File: src/rtl/irq_controller.sv
//------------------------------------------------------------------------------
// Module   : irq_controller
// Function : Latches rising-edge interrupt requests as pending bits, masks them
//            and presents one source at a time over the ExtIRQ/ExtIAck handshake.
//            Optional macro IRQ_ROUND_ROBIN_EN selects round-robin arbitration
//            (default: fixed priority, lowest index wins).
// Revision : 1.0 - initial release
//------------------------------------------------------------------------------
`default_nettype none

module irq_controller #(
  parameter int NSRC = 4,
  parameter int ID_W = 2
) (
  input  logic            clk,
  input  logic            reset,
  input  logic [NSRC-1:0] irq_src,
  input  logic [NSRC-1:0] irq_mask,
  input  logic            ExtIAck,
  output logic            ExtIRQ,
  output logic [ID_W-1:0] irq_id,
  output logic [NSRC-1:0] pending,
  output logic            busy
);

  typedef enum logic [1:0] {
    ST_IDLE     = 2'd0,
    ST_REQ      = 2'd1,
    ST_WAIT_REL = 2'd2
  } state_t;

  state_t          r_state;
  state_t          w_stateNext;
  logic [NSRC-1:0] r_srcQ;
  logic [NSRC-1:0] r_pending;
  logic [NSRC-1:0] w_rise;
  logic [NSRC-1:0] w_clr;
  logic [NSRC-1:0] w_eligible;
  logic            r_extIrq;
  logic            w_extIrqNext;
  logic [ID_W-1:0] r_irqId;
  logic [ID_W-1:0] w_irqIdNext;
  logic [ID_W-1:0] w_winner;
  logic            w_anyEligible;

  assign w_rise     = irq_src & ~r_srcQ;
  assign w_eligible = r_pending & irq_mask;

`ifdef IRQ_ROUND_ROBIN_EN
  logic [ID_W-1:0] r_rrPtr;
  logic [ID_W-1:0] w_rrPtrNext;

  // Walk the ring downwards so the entry closest to r_rrPtr is assigned last.
  always_comb begin
    w_winner      = '0;
    w_anyEligible = 1'b0;
    for (int k = NSRC - 1; k >= 0; k--) begin
      if (w_eligible[(int'(r_rrPtr) + k) % NSRC]) begin
        w_winner      = ID_W'((int'(r_rrPtr) + k) % NSRC);
        w_anyEligible = 1'b1;
      end
    end
  end

  always_comb begin
    w_rrPtrNext = r_rrPtr;
    if (r_state == ST_REQ && ExtIAck) begin
      w_rrPtrNext = (r_irqId == ID_W'(NSRC - 1)) ? '0 : r_irqId + ID_W'(1);
    end
  end

  always_ff @(posedge clk) begin
    if (reset) r_rrPtr <= '0;
    else       r_rrPtr <= w_rrPtrNext;
  end
`else
  always_comb begin
    w_winner      = '0;
    w_anyEligible = 1'b0;
    for (int i = NSRC - 1; i >= 0; i--) begin
      if (w_eligible[i]) begin
        w_winner      = ID_W'(i);
        w_anyEligible = 1'b1;
      end
    end
  end
`endif

  always_comb begin
    w_stateNext  = r_state;
    w_extIrqNext = r_extIrq;
    w_irqIdNext  = r_irqId;
    w_clr        = '0;
    case (r_state)
      ST_IDLE: begin
        if (w_anyEligible) begin
          w_irqIdNext  = w_winner;
          w_extIrqNext = 1'b1;
          w_stateNext  = ST_REQ;
        end
      end
      ST_REQ: begin
        if (ExtIAck) begin
          for (int i = 0; i < NSRC; i++) begin
            if (ID_W'(i) == r_irqId) w_clr[i] = 1'b1;
          end
          w_extIrqNext = 1'b0;
          w_stateNext  = ST_WAIT_REL;
        end
      end
      ST_WAIT_REL: begin
        // A held-high ack must drop before another source can be offered.
        if (!ExtIAck) w_stateNext = ST_IDLE;
      end
      default: begin
        w_extIrqNext = 1'b0;
        w_stateNext  = ST_IDLE;
      end
    endcase
  end

  always_ff @(posedge clk) begin
    if (reset) begin
      r_state   <= ST_IDLE;
      r_srcQ    <= '0;
      r_pending <= '0;
      r_extIrq  <= 1'b0;
      r_irqId   <= '0;
    end else begin
      r_state   <= w_stateNext;
      r_srcQ    <= irq_src;
      // A new edge on the same cycle as its clear keeps the source pending.
      r_pending <= (r_pending & ~w_clr) | w_rise;
      r_extIrq  <= w_extIrqNext;
      r_irqId   <= w_irqIdNext;
    end
  end

  assign ExtIRQ  = r_extIrq;
  assign irq_id  = r_irqId;
  assign pending = r_pending;
  assign busy    = (r_state != ST_IDLE);

endmodule

`default_nettype wire

File: config.mk
export PLATFORM = sky130hd
export DESIGN_NAME = irq_controller
export DESIGN_NICKNAME = d
export VERILOG_FILES = /design/src/rtl/irq_controller.sv
export SDC_FILE = /design/constraint.sdc
export NUM_CORES = 1
export LEC_CHECK = 0
export ABC_AREA = 0
export CORE_MARGIN = 1
export CORE_UTILIZATION = 30
export CTS_CLUSTER_DIAMETER = 80
export DETAILED_ROUTE_END_ITERATION = 10
export GPL_ROUTABILITY_DRIVEN = 0
export MAX_ROUTING_LAYER = met4
export PLACE_DENSITY = 0.7
export SYNTH_ARGS = -nofsm -noshare
export SYNTH_HDL_FRONTEND = slang
export SYNTH_SLANG_ARGS = --single-unit
File: constraint.sdc
create_clock -name clk -period 1.33 [get_ports clk]
set_input_delay 0.399 -clock clk [delete_from_list [all_inputs] [get_ports clk]]
set_output_delay 0.399 -clock clk [all_outputs]
set_load 0.01 [all_outputs]
# Word level (Yosys, flattened, before mapping)
# Index checks and enable logic that the tools add are counted.
[totals]
output_inout_bits = 8
inputBits = 11
wordCells = 47
reg_bits = 13
[classes]
muxes = 21
n_reduce_logical = 6
n_eq_ne = 8
bitwise_logic = 7
[ops]
columns = ["operator", "count"]
rows = [
  ["2-to-1 mux 2 bit", 7],
  ["bitwise AND 4 bit", 3],
  ["2-to-1 mux 1 bit", 10],
  ["2-to-1 mux 4 bit", 2],
  ["inverter 4 bit", 2],
  ["inequality test 2 bit, second input constant", 3],
  ["case mux 2 bit (3 select lines)", 1],
  ["AND reduction 3 bit", 2],
  ["equality test 2 bit, first input constant", 2],
  ["zero test 2 bit", 2],
  ["bitwise OR 4 bit", 1],
  ["case mux 1 bit (3 select lines)", 1],
  ["equality test 1 x 2 -> 1 bit, first input constant", 1],
  ["equality test 2 x 1 -> 1 bit, second input constant", 1],
  ["equality test 2 bit, second input constant", 1],
  ["AND reduction 2 bit", 1],
  ["nonzero test 2 bit", 1],
  ["inverter 1 bit", 1],
]

# Depth between registers and ports, before layout
[depth]
ltp_word = 7
mapped_depth = 3
mapped_depth_nobuf = 3

# Worst setup path after synthesis
# Ideal clock, no wire load.
[synth_path]
path_kind = "reg2out"
from = "register r_state[0]"
to = "output port busy"
path_stages_with_launch = 3
arrival_time_ps = 620
path_buffers = 0
slack_ps = 311
required_ps = 931
cell_sequence = "dfxtp_1 -> nor2_2 -> inv_1"
[synth_between]
elab_chain_len = 1
[synth_rtl]
columns = ["element", "line", "rtl"]
rows = [
  ["from (decl)", "32", "state_t r_state;"],
  ["from (signal assigned)", "130", "r_state <= w_stateNext;"],
  ["nonzero test 2 bit", "142", "assign busy = (r_state != ST_IDLE);"],
  ["to (decl)", "23", "output logic busy"],
]
# No other way between the ends.

# Worst setup path after layout
[layout_path]
from = "register r_pending[1], in the netlist pending[1]"
to = "output port pending[1]"
[layout_rtl]
columns = ["element", "line", "rtl"]
rows = [
  ["from (decl)", "35", "logic [NSRC-1:0] r_pending;"],
  ["from (signal assigned)", "133", "r_pending <= (r_pending & ~w_clr) | w_rise;"],
  ["to (decl)", "22", "output logic [NSRC-1:0] pending,"],
]
# No word-level cell between the ends.

==> flow_metrics.py <==
metrics = {
    "clocking": {
        "numCtsBuffers": 3,
        "cts_root_buf": "clkbuf_4",
        "clock_tree.buffer_depth": 2,
        "cts.sinks": 13,
        "cts_setup_buffers": 0,
        "cts_hold_buf": 0,
        "clk_pin_slew_worst_paths_ns": 0.08,
        "h-tree-depth": 1,
        "clk_latency_ns": 0.27,
        "cts_tree": "built",
    },
    "yosys": {
        "synthesis.area_sq_um": 502,
        "synth_edf_count": 0,
        "synthDistinctLibCells": 18,
        "yosys_warnings": 0,
        "synth-seq-cells": 13,
        "synth_nets": 63,
        "synth-simple-area-share": 0.200,
        "synthXorXnorAreaFrac": 0.0175,
        "synthesis.instances": 52,
        "synth-async-reset-ratio": 0,
        "synth_flop_cell": "dfxtp_1",
        "synth_top_family_by_area": "compound AO/OA/AOI/OAI gates",
        "muxShareOfSynthArea": 0,
        "seq_area_frac_synth": 0.519,
        "avgSynthCellArea_sq_um": 9.65,
        "synth-compound-area-share": 0.242,
        "synth-adder-area-share": 0,
    },
    "placed_design": {
        "port_buffers": 18,
        "hpwl_um": 814,
        "placedCellCount": 96,
    },
    "sta": {
        "finalSetupViolations": 0,
        "max_slew_margin": 0.877,
        "whs_ns": 0.453,
        "fin_skew_ns": 0.00147,
        "fmax_mhz": 783,
        "hold_violations": 0,
        "drv_slew": 0,
        "fin_crit_sh": 0.961,
        "layout_min_cycle_time_ns": 1.28,
        "worst_slew_pin_slew_ns": 0.182,
        "rsz0062_at_grt": "no",
    },
    "floorplan": {
        "die_h_um": 42.9,
        "row_count": 14,
        "die_area_sq_um": 1840,
        "coreArea_sq_um": 1540,
        "start_util": 0.325,
        "fp.dieW_um": 42.9,
        "io_pins": 19,
    },
    "power_and_ir_drop": {
        "ir_drop_uv": 766,
        "powerDensity_nw_per_um2": 1110,
        "total_power_uw": 893,
        "leakage_nw": 0.347,
    },
    "routing": {
        "route.detailed.drc": 0,
        "ant_nets": 0,
        "viasPerCell": 4.86,
        "drt_iter0_drc": 7,
        "dr.pass1.iters": 4,
        "num_vias": 486,
        "wirelength_um": 1010,
        "wl_per_cell_um": 10.1,
    },
    "worst_setup_path": {
        "r2r-start": "r_state[0]",
        "crit_chain": "dlygate4sd2_1",
        "ff2ff_setup_slack_ns": 0.24,
        "cpPeakStageDelay_ns": 0.34,
        "crit_fanout": 2,
        "worstReg2RegEnd": "r_state[0]",
        "critical_path.slowest_cell": "dfxtp_1",
        "crit_family": "flip-flops",
        "cp.required_ns": 0.93,
        "start_kind": "flip-flop",
        "crit_buf_inv": 1,
        "worst_setup_path_end_kind": "output pin",
        "reg2reg_depth": 3,
        "critical_path_arrival_ns": 0.88,
        "worstSetupPathType": "flip-flop to output pin",
    },
    "cells_and_area": {
        "mostFrequentLayoutCells": "dfxtp_1, buf_4, clkdlybuf4s50_1",
        "num-fill-cells": 145,
        "synthToLayoutAreaGrowth_pct": 60.8,
        "layoutNonFillerInstCount": 100,
        "nNetsFinal": 96,
        "drive_above_1_share": 0.226,
        "mostFrequentLayoutCell": "dfxtp_1",
        "utilization": 0.524,
        "num_antenna_cells": 0,
    },
    "global_route": {
        "grt_use_total": 0.136,
        "antenna_found_initial": 0,
        "grt_pass1_wl_um": 1770,
        "grt_max_degree": 9,
        "grt_pass1_vias": 441,
        "grt_overflow": 0,
    },
    "job": {
        "cap_violations": 0,
    },
    "status": {
        "outcome": "finished, final reports clean",
    },
    "worst_hold_path": {
        "hold_path.class": "flip-flop to flip-flop",
        "min_from": "ExtIRQ",
        "hold_path_depth": 2,
        "whs_endpoint": "ExtIRQ",
    },
}
-- routing by layer --
metal,share of wire,track usage
met2,0.51,0.215
met3,0.068,0.0766
met4,0,0.0188
met5,0,-
met1,0.42,0.154
-- flip-flops by register name, summed over array words and instances, names as in the netlist --
name and count:
irq_id 2, r_state 2, ExtIRQ 1, r_srcQ 4, pending 4
-- report_power, final --
part           internal [mW]  switching (mW)  total, mW  leakage [nW]
combinational          0.128          0.0938      0.222         0.221
sequential             0.422          0.0153      0.437         0.108
clock                  0.111           0.123      0.234        0.0177
total                  0.661           0.232      0.893         0.347
-- how the worst max path moves through the flow --
stage,from,to,depth (start not counted)
after CTS,r_state[1],busy,3
after detailed placement,irq_mask[1],irq_id[0],4
after floorplan,r_state[0],busy,2
after global routing,pending[1],pending[1],1
final,pending[1],pending[1],1
after global placement,irq_mask[1],irq_id[0],4
-- final cells by class --
type                            instances  area, sq um  area share
Multi-Input combinational cell         36          240       0.298
Clock inverter                          1         5.00     0.00620
Inverter                                2         7.51     0.00930
Sequential cell                        13          262       0.324
Timing Repair Buffer                   29          250       0.310
Clock buffer                            3         22.5      0.0279
Tap cell                               16         20.0      0.0248
-- cell families after synthesis --
| kind of cell | after synthesis |
|---|---|
| compound gates | 20 |
| simple gates | 15 |
| flops | 13 |
| buf+inv | 3 |
| xor+xnor | 1 |
-- tightest hold or removal path, stage by stage, from the launching register on --
cell and delay [ns]:
dfxtp_1 0.31, nand2_1 0.05, a21oi_1 0.05
-- per-stage QoR --
step / setup TNS, ns / area (sq um) / worst slack [ns]
finish: 0 / 807 / 0.0524
global route: 0 / 807 / 0.000545
floorplan: 0 / 502 / 0.311
CTS: 0 / 796 / 0.0362
global placement: -0.890 / 781 / -0.148
detailed placement: -1.06 / 781 / -0.223
-- synthesized netlist by cell type (2+ instances only) --
master,instances,share of area
o21ai_1,4,0.040
nor2b_1,4,0.050
a22o_1,3,0.052
o21ai_0,2,0.020
inv_1,2,0.015
a21oi_1,8,0.080
nand2b_1,4,0.050
a211oi_1,2,0.030
nand2_1,2,0.015
dfxtp_1,13,0.52
-- timing repair --
action / in CTS / in global routing
setup endpoints to repair: 8 / 3
pin swaps: 1 / 0
resized for setup: 12 / 3
No activity file was read; power rests on OpenSTA's default activity.
==> variant, RTL diff (same settings) <==
Take the reset off `r_srcQ` and `r_pending` and load them in a clocked block of their own.
--- a/src/rtl/irq_controller.sv
+++ b/src/rtl/irq_controller.sv
@@ -124,4 +124,2 @@
       r_state   <= ST_IDLE;
-      r_srcQ    <= '0;
-      r_pending <= '0;
       r_extIrq  <= 1'b0;
@@ -130,5 +128,3 @@
       r_state   <= w_stateNext;
-      r_srcQ    <= irq_src;
       // A new edge on the same cycle as its clear keeps the source pending.
-      r_pending <= (r_pending & ~w_clr) | w_rise;
       r_extIrq  <= w_extIrqNext;
@@ -136,2 +132,7 @@
     end
+  end
+
+  always_ff @(posedge clk) begin
+    r_srcQ    <= irq_src;
+    r_pending <= (r_pending & ~w_clr) | w_rise;
   end
Behaviour: not the same (Yosys sat finds a counterexample within 4 cycles, from zero or initial values and one cycle with reset high).
==> variant against the original RTL <==
Critical path depth unchanged. Via count fell by 12%. Area after synthesis is 6.5% lower. Routed wire length increased by 0.99%. Cell area is 5.7% lower. Fmax about the same. Global-route usage rose by 0.14 points. Sequential share of layout area is 2.0 points higher. Power increased by 5.9%. Sequential cell count is the same. Worst hold slack got worse by 51 ps. Worst setup slack worse by 0.87 ps. Die area is 6.2% lower. Largest power group unchanged. Highest routed layer unchanged.
==> variant: results (changes against the original RTL) <==
** Outcome
- Status :: completed

** Synth
- Cell variety after synth :: 15 (-3)
- Post-synthesis cell count :: 47 (-9.6%)
- Cell types with the largest area share after synthesis :: sky130_fd_sc_hd__dfxtp_1, sky130_fd_sc_hd__a22o_1, sky130_fd_sc_hd__inv_1, sky130_fd_sc_hd__a21oi_1, sky130_fd_sc_hd__o21ai_0
- The number of nets produced by synthesis was 58 (-7.9%).
- The commonest cells after synthesis are sky130_fd_sc_hd__dfxtp_1, sky130_fd_sc_hd__inv_1, sky130_fd_sc_hd__a22o_1.
- The sequential cell area fraction in the yosys report is 55.5% (+3.6 points).

** Global route
- The met3 usage came to 4.35% (-3.3 points).
- Total routing usage reported by global routing :: 13.8% (+0.14 points)
- Met1 Track Usage GR :: 17.8% (+2.4 points)
- The first-pass GRT wire length was 1750 µm (-1.2%).
- Vias in the first global route :: 420 (-4.8%)
- The met2 track utilization from global routing was 19.7% (-1.8 points).
- The maximum number of pins on one net before global-route repair is 8 (-1).

** Placement
- The half-perimeter wire length after detailed placement was 823 µm (+1.1%).
- The placed instance area came to 736 µm² (-5.8%).

** Pwr
- Peak VDD IR :: 0.536 mV (-30%)

** Cells and area
- The clock distribution area overhead in the final layout came to 3.45% (+0.043 points).
- Number of clock buffer instances in the layout :: 4 (+1)
- Layout cell share with drive strength beyond 1 :: 20.5% (-2.1 points)
- The non-clock buffering overhead in the final layout came to 30.9% (-0.087 points).
- The count of fill cells added during filler insertion is 123 (-15%).
- Number of multi-input combinational cells :: 28 (-22%)
- The fraction of area in multi-input gates came to 25.8% (-3.9 points).

** Route
- The sum of met3 wire segment lengths after detailed routing was 49 µm (-29%).
- Number of detailed-routing iterations run before antenna repair :: 2 (-2)

** Timing
- The worst setup skew after layout is 6.76 ps (+5.28 ps).
- Worst max-slew margin expressed relative to the limit :: 86.5% (-1.2 points)

** Die
- The area of the die was 1730 µm² (-6.2%).

** Worst setup path
- The depth of the most critical reg-to-reg path was 4 (+1).
## variant: cell count changes after synthesis
| cell | delta |
|---|---|
| sky130_fd_sc_hd__o21ai_0 | +1 |
| sky130_fd_sc_hd__inv_1 | +4 |
| sky130_fd_sc_hd__nand2b_1 | -4 |
| sky130_fd_sc_hd__a22o_1 | +2 |
| sky130_fd_sc_hd__nand2_1 | +2 |
| sky130_fd_sc_hd__nor2b_1 | -4 |
| sky130_fd_sc_hd__o21ai_1 | -1 |
| sky130_fd_sc_hd__and4bb_1 | +1 |
| sky130_fd_sc_hd__nand4bb_1 | -1 |
| sky130_fd_sc_hd__clkbuf_1 | -1 |
| sky130_fd_sc_hd__a21oi_1 | -4 |
## variant: kinds of logic (layout without fill, tap and decap cells)
group,after synthesis,after routing,synth area share [%]
AOI/OAI and AO/OA,18,18,25.3
DFF,13,13,55.5
buffers and inverters,6,37,4.80
xor gates and xnor gates,1,1,1.87
and+or+nand+nor,9,9,12.5
## variant: stage by stage
| step | total power, µW | utilization (%) |
|---|---|---|
| 3_3_place_gp | 730 | 53.2 |
| 2_1_floorplan | 565 | - |
| 5_1_grt | 1000 | 55.0 |
| 3_5_place_dp | 732 | 53.2 |
| 6_report | 945 | 55.0 |
| 4_1_cts | 943 | 54.2 |
## variant: path summary, 6_finish.rpt
| check | startpoint | endpoint | slack (ps) |
|---|---|---|---|
| setup / recovery | pending[2] | pending[2] | 50 |
| hold / removal | r_srcQ[3] | pending[3] | 400 |
| setup reg to reg | r_state[1] | pending[0] | 230 |
| hold reg to reg | r_srcQ[3] | pending[3] | 400 |
## variant: power breakdown
| part | switching [µW] | internal [µW] | leakage, µW |
|---|---|---|---|
| clock | 123 | 116 | 0.0000150 |
| combinational | 109 | 147 | 0.000210 |
| sequential | 20.6 | 430 | 0.000109 |
| total | 252 | 693 | 0.000333 |
